===== config.mk =====
export PLATFORM = sky130hd
export DESIGN_NAME = booth_seq_ctrl
export DESIGN_NICKNAME = d
export VERILOG_FILES = /design/src/rtl/booth_seq_ctrl.sv
export SDC_FILE = /design/constraint.sdc
export NUM_CORES = 1
export LEC_CHECK = 0
export ABC_AREA = 1
export CORE_UTILIZATION = 50
export DETAILED_ROUTE_END_ITERATION = 7
export PLACE_DENSITY = 0.89
export SLEW_MARGIN = 20
export SYNTH_ARGS = -nofsm -noshare
export SYNTH_HDL_FRONTEND = slang
export SYNTH_SLANG_ARGS = --single-unit

===== constraint.sdc =====
create_clock -name clk -period 4.3 [get_ports clk]
set_clock_uncertainty 0.2 [all_clocks]
set_input_delay 0.86 -clock clk [delete_from_list [all_inputs] [get_ports clk]]
set_output_delay 0.86 -clock clk [all_outputs]
set_load 0.05 [all_outputs]

===== src/rtl/booth_seq_ctrl.sv =====
// -----------------------------------------------------------------------------
// booth_seq_ctrl
// Sequencing controller for a multi-cycle Booth multiplier (radix-2 or
// radix-4). It walks the datapath through load, recode/examine, add/subtract
// and shift steps for N iterations, then presents the product low and high
// words. Every output is a registered decode of the next state, so each output
// is a clean flop that reflects the current state.
//
// Parameters
//   WIDTH  : operand width in bits; must be even and at least 4
//   RADIX4 : 0 = radix-2 recoding on {q0,q_1}, 1 = radix-4 on {q1,q0,q_1}
//
// Ports
//   clk   : clock, rising edge
//   rst_b : asynchronous active-low reset
//   bgn   : start request, sampled only in IDLE
//   q_1   : Booth extra bit below the multiplier LSB
//   q0    : multiplier bit 0
//   q1    : multiplier bit 1 (radix-4 only)
//   c0    : load operands, clear accumulator and q_1
//   c1    : examine recoding bits
//   c2    : accumulator update enable
//   c3    : subtract (1) / add (0) the multiplicand, valid with c2
//   c4    : arithmetic right shift of {A,Q,q_1} (1 or 2 places)
//   c5    : drive product low word
//   c6    : drive product high word
//   c7    : use 2x multiplicand, valid with c2 (radix-4 only)
//   busy  : high in every state except IDLE
//   stop  : one-cycle completion pulse
// -----------------------------------------------------------------------------
module booth_seq_ctrl #(
  parameter int unsigned WIDTH  = 32,
  parameter int unsigned RADIX4 = 0
) (
  input  logic clk,
  input  logic rst_b,
  input  logic bgn,
  input  logic q_1,
  input  logic q0,
  input  logic q1,
  output logic c0,
  output logic c1,
  output logic c2,
  output logic c3,
  output logic c4,
  output logic c5,
  output logic c6,
  output logic c7,
  output logic busy,
  output logic stop
);

  localparam int unsigned N_ITER   = (RADIX4 != 0) ? (WIDTH / 2) : WIDTH;
  localparam int unsigned CNT_W    = (N_ITER > 1) ? $clog2(N_ITER) : 1;
  localparam logic [CNT_W-1:0] CNT_LAST = CNT_W'(N_ITER - 1);

  // Reject illegal parameterisations at elaboration time
  if ((WIDTH < 4) || ((WIDTH % 2) != 0)) begin : g_bad_width
    $error("booth_seq_ctrl: WIDTH must be even and >= 4");
  end
  if (RADIX4 > 1) begin : g_bad_radix
    $error("booth_seq_ctrl: RADIX4 must be 0 or 1");
  end

  typedef enum logic [2:0] {
    IDLE   = 3'd0,
    LOAD   = 3'd1,
    EXAM   = 3'd2,
    ADDSUB = 3'd3,
    SHIFT  = 3'd4,
    OUT_LO = 3'd5,
    OUT_HI = 3'd6
  } state_t;

  state_t           state_q, state_d;
  logic [CNT_W-1:0] cnt_q, cnt_d;
  logic             sub_q, sub_d;
  logic             dbl_q, dbl_d;
  logic             rec_op, rec_sub, rec_dbl;
  logic [7:0]       c_d;
  logic             busy_d, stop_d;

  // Booth recoding of the live multiplier bits; only consumed in EXAM
  always_comb begin
    rec_op  = 1'b0;
    rec_sub = 1'b0;
    rec_dbl = 1'b0;
    if (RADIX4 != 0) begin
      case ({q1, q0, q_1})
        3'b001, 3'b010: rec_op = 1'b1;
        3'b011: begin
          rec_op  = 1'b1;
          rec_dbl = 1'b1;
        end
        3'b100: begin
          rec_op  = 1'b1;
          rec_sub = 1'b1;
          rec_dbl = 1'b1;
        end
        3'b101, 3'b110: begin
          rec_op  = 1'b1;
          rec_sub = 1'b1;
        end
        default: ;
      endcase
    end else begin
      // q1 is a don't-care in radix-2 mode
      casez ({q1, q0, q_1})
        3'b?10: begin
          rec_op  = 1'b1;
          rec_sub = 1'b1;
        end
        3'b?01:  rec_op = 1'b1;
        default: ;
      endcase
    end
  end

  // Next state, counter, recoding flags and next-cycle output decode
  always_comb begin
    state_d = state_q;
    cnt_d   = cnt_q;
    sub_d   = sub_q;
    dbl_d   = dbl_q;
    c_d     = 8'h00;
    busy_d  = 1'b0;
    stop_d  = 1'b0;

    unique case (state_q)
      IDLE:    if (bgn) state_d = LOAD;
      LOAD:    state_d = EXAM;
      EXAM:    state_d = rec_op ? ADDSUB : SHIFT;
      ADDSUB:  state_d = SHIFT;
      SHIFT:   state_d = (cnt_q == CNT_LAST) ? OUT_LO : EXAM;
      OUT_LO:  state_d = OUT_HI;
      OUT_HI:  state_d = IDLE;
      default: state_d = IDLE;
    endcase

    // Counter saturates at the last iteration instead of wrapping
    if (state_q == LOAD) begin
      cnt_d = '0;
    end else if ((state_q == SHIFT) && (cnt_q != CNT_LAST)) begin
      cnt_d = cnt_q + CNT_W'(1);
    end

    // Freeze the recoding decision so q changes during ADDSUB are harmless
    if (state_q == EXAM) begin
      sub_d = rec_sub;
      dbl_d = rec_dbl;
    end

    c_d[0] = (state_d == LOAD);
    c_d[1] = (state_d == EXAM);
    c_d[2] = (state_d == ADDSUB);
    c_d[3] = (state_d == ADDSUB) && sub_d;
    c_d[4] = (state_d == SHIFT);
    c_d[5] = (state_d == OUT_LO);
    c_d[6] = (state_d == OUT_HI);
    c_d[7] = (state_d == ADDSUB) && dbl_d;
    busy_d = (state_d != IDLE);
    stop_d = (state_d == OUT_HI);
  end

  // State, counter, flags and registered outputs
  always_ff @(posedge clk or negedge rst_b) begin
    if (!rst_b) begin
      state_q <= IDLE;
      cnt_q   <= '0;
      sub_q   <= 1'b0;
      dbl_q   <= 1'b0;
      c0      <= 1'b0;
      c1      <= 1'b0;
      c2      <= 1'b0;
      c3      <= 1'b0;
      c4      <= 1'b0;
      c5      <= 1'b0;
      c6      <= 1'b0;
      c7      <= 1'b0;
      busy    <= 1'b0;
      stop    <= 1'b0;
    end else begin
      state_q <= state_d;
      cnt_q   <= cnt_d;
      sub_q   <= sub_d;
      dbl_q   <= dbl_d;
      c0      <= c_d[0];
      c1      <= c_d[1];
      c2      <= c_d[2];
      c3      <= c_d[3];
      c4      <= c_d[4];
      c5      <= c_d[5];
      c6      <= c_d[6];
      c7      <= c_d[7];
      busy    <= busy_d;
      stop    <= stop_d;
    end
  end

  // Structural invariants of the control word
  a_c2_c4_excl: assert property (@(posedge clk) disable iff (!rst_b)
    !(c2 && c4));
  a_c0_alone: assert property (@(posedge clk) disable iff (!rst_b)
    c0 |-> !(c1 || c2 || c3 || c4 || c5 || c6 || c7));
  a_stop_pulse: assert property (@(posedge clk) disable iff (!rst_b)
    stop |=> !stop);

endmodule


# Word-level counts from Yosys, hierarchy flattened
# Index checks and enable logic that the tools add are counted.
# word_totals
register_bits,19
latchBits,0
ramBits,0
romBits,0
input_bits,6
output_inout_bits,10
word_cells,46
memories,0
# classes
n_addsub,1
mul,0
div,0
magnitude_cmp,0
eq_ne,15
shifts,0
mux,10
bitwise,0
n_reduce_logical,7
# op_table
operator,count
$pmux W3 S6,1
$eq A3 B3 Y1 const B,5
$eq A3 B2 Y1 const B,4
$mux W5,2
$mux W3,3
$eq A3 B1 Y1 const B,2
$add A5 B1 Y5 const B,1
$eq A5 B5 Y1 const B,1
$ne A5 B5 Y1 const B,1
$mux W1,4
$logic_and A1 B1 Y1,3
$logic_not A3 Y1,1
$reduce_bool A3 Y1,1
$eq A2 B1 Y1 const B,1
$eq A2 B2 Y1 const B,1
$reduce_bool A2 Y1,1
$reduce_or A2 Y1,1

# Depth between registers and ports, before layout
# logic_depth
ltp_word,7
mapped_depth,9
ltp_nobuf,9

# Worst setup path before layout
# Ideal clock, no wire load.
# synth_path
path_type,reg2out
startpoint,register stop
endpoint,output port stop
arrival_time_ns,0.886
required_time_ns,3.240
path_slack_ns,2.354
path_stages_with_launch,2
path_buffers,1
path_cell_list,dfrtp_1 buf_4
# synth_lines
item,line_no,rtl
from (decl),50,output logic stop
from (signal assigned),196,stop <= stop_d;
# No word-level cell between the ends.

# Worst setup path in the final report
# layout_path
startpoint,register stop
endpoint,output port stop
# No word-level cell between the ends.

==> summary.txt <==
======================================================================================
Result of the run                                                         finished, final reports clean
Critical Path Sink Type                                                   primary output
Peak clock frequency supported by timing                                       398 MHz
RSZ-0062 raised after global routing                                                no
Longest individual stage delay on the worst path                                800 ps
VDD IR-drop max                                                               0.404 mV
Number of setup violations in the final report                                       0
Number of buffers and inverters on the critical path                                 1
Delay-heaviest family, CP                                                 buffers and inverters
Avg Vias per Cell                                                                 5.12
Terminating pin of the worst hold path                                        cnt_q[4]
Buffers inserted during post-CTS setup optimization                                  0
Post-detailed-placement cell area                                             963 um^2
Filler cell count in the final layout                                              109
Number of instances resized during post-cts repair                                   0
Clock slew at the register clock pins of the worst setup and hold paths         100 ps
Master of the slowest instance on the critical path                       clkdlybuf4s50_1
CTS sink count                                                                      18
Placeable core area                                                          1510 um^2
Sequential Area                                                               450 um^2
Final Wtd Congestion                                                             0.821
Worst Path Required                                                            3240 ps
Maximum root-to-sink buffer count                                                    2
Critical path start-end classification                                    register to primary output
Area grow syn2layout                                                             23.3%
Count of max-cap constraint violations                                               0
Initial cell density of the core                                                 0.538
Detailed-route wire length                                                     1350 um
Cell Area, Synth                                                              811 um^2
Number of cells on the worst hold path                                               2
Hold buffer count at cts                                                             0
Remaining antenna violation count after routing                                      0
Sum of net half-perimeters after detailed placement                            1040 um
#FFs+latches synth                                                                  18
Root Buffer                                                                   clkbuf_4
Htree depth                                                                          1
Crit-path cells                                                           clkdlybuf4s50_1
Cell count after synthesis                                                          86
Total I/O pin count                                                                 16
# diodes                                                                             0
Number of clock buffers inserted by TritonCTS                                        3
Max FO, Critical Path                                                                2
Reg-to-Reg Start                                                              cnt_q[1]
Vias in the first global route                                                     549
YS warnings                                                                          0
DR DRC count                                                                         0
1st-iter DRT viols                                                                  17
Final cell area excluding filler cells                                       1000 um^2
Number of slew-limit violations in the final report                                  0
Tightest Hold Check Type                                                  register to register
Post-route minimum period                                                      2510 ps
Clock latency of the later-clocked register in the worst-skew pair              290 ps
Width of the die                                                               42.3 um
Rows                                                                                14
Port bufs                                                                           14
Maximum number of pins on one net before global-route repair                        19
Vias post-DR                                                                       609
Reg-to-reg critical path endpoint                                                 busy
TritonCTS clock tree                                                             built
Hold Path Origin                                                              cnt_q[4]
Cells on worst reg2reg path                                                          9
Seq/Total Area, Yosys                                                            0.556
Pwr dens                                                                   641 nW/um^2
Mean routed wirelength per cell                                                11.4 um
Die height                                                                     42.3 um
Final-report hold violation count                                                    0
Final sum of negative setup slack                                                 0 ps
Fraction of layout cells with a size suffix above 1                              0.146
Reported leakage power                                                        0.556 nW
Syn Area/Cell                                                                9.43 um^2
Total overflow reported by the global router                                         0
Length of the first detailed-routing pass in iterations                              4
Antenna violations before repair                                                     0
Total Nets Final                                                                   113
Share of the cycle needed by the critical path after routing                     0.584
Multi-input combinational cell area                                           293 um^2
Max transition margin                                                            0.499
Critical Path Start Type                                                      register
Yosys cell types                                                                    18
Flop-to-flop setup slack                                                       2550 ps
Post-synth net total                                                                95
GRT Resource Usage Total                                                         0.174
Data arrival, critical path                                                    1450 ps
DIE AREA                                                                     1790 um^2
Pin slew with the least headroom to its limit                                   749 ps
Wire length of the first global-routing pass                                   2260 um
======================================================================================
-- how the worst max path moves through the flow --
| stage | start | to | cells after the start |
|---|---|---|---|
| 4_1_cts | stop | stop | 1 |
| 6_report | stop | stop | 1 |
| 2_1_floorplan | stop | stop | 1 |
| 3_3_place_gp | q_1 | busy | 9 |
| 3_5_place_dp | q_1 | busy | 9 |
| 5_1_grt | stop | stop | 1 |
-- cells by family after synthesis --
family	share of synthesized area
other	0.00463
xor gates and xnor gates	0.0108
and+or+nand+nor	0.270
AOI/OAI and AO/OA	0.0293
adders and majority gates	0.0463
buffers and inverters	0.0833
DFF	0.556
-- cell type report --
| class | instances | share of cell area |
|---|---|---|
| clock buffers | 4 | 0.0363 |
| inverters | 16 | 0.0601 |
| multi-input cells | 51 | 0.293 |
| flip-flops and latches | 18 | 0.451 |
| well taps | 16 | 0.0200 |
| repair buffers | 14 | 0.140 |
-- registers in the layout, indices dropped and copies added (netlist names) --
signal,count
c2,1
c5,1
stop,1
c7,1
c3,1
busy,1
c1,1
state_q,3
sub_q,1
c0,1
cnt_q,5
c4,1
-- per-stage QoR --
stage                     worst slack (ps)  std cells  utilization  power [mW]  hold WS, ps
final                                 1790        119        0.664       0.641          317
after global routing                  1740        119        0.664       0.685          359
after CTS                             1770        119        0.664       0.648          321
after detailed placement              1860        115        0.640       0.544          297
after global placement                1890        115        0.640       0.532          287
after floorplan                       2350         86            -       0.462          275
-- worst min-delay path: cells and delay by family, from the launching register on --
family / cells / cell delay, ps
flip-flops: 1 / 360
AND/OR/NAND/NOR: 2 / 130
-- layout by cell type (no fill, tap or decap), drive strengths merged, types with 2 or more instances in the layout --
master          n
nand3          14
nand2          21
ha              3
dfrtp          18
inv            16
nor2            7
clkdlybuf4s50  14
clkbuf          4
o21ai           2
-- synth_stat cells, drive strengths merged --
| master | number | area, um^2 |
|---|---|---|
| nand2 | 21 | 78.8 |
| dfrtp | 18 | 450 |
| inv | 16 | 60.1 |
| nand3 | 14 | 92.6 |
| nor2 | 7 | 41.3 |
| ha | 3 | 37.5 |
| o21ai | 2 | 13.8 |
| buf | 1 | 7.51 |
| conb | 1 | 3.75 |
| nand4 | 1 | 6.26 |
| o211a | 1 | 10.0 |
| xor2 | 1 | 8.76 |
-- report_power, final --
part           leakage [nW]  switching (mW)  internal (mW)  total (mW)
Combinational         0.299           0.193         0.0937       0.287
Sequential            0.236          0.0355          0.216       0.252
Clock                0.0210          0.0506         0.0516       0.102
Total                 0.556           0.279          0.361       0.641
-- metal layers --
metal / track usage / wire [um]
met1: 0.204 / 556
met2: 0.286 / 707
met3: 0.0517 / 57
met5: 0 / 0
met4: 0.0938 / 31
No activity file was read; power rests on OpenSTA's default activity.
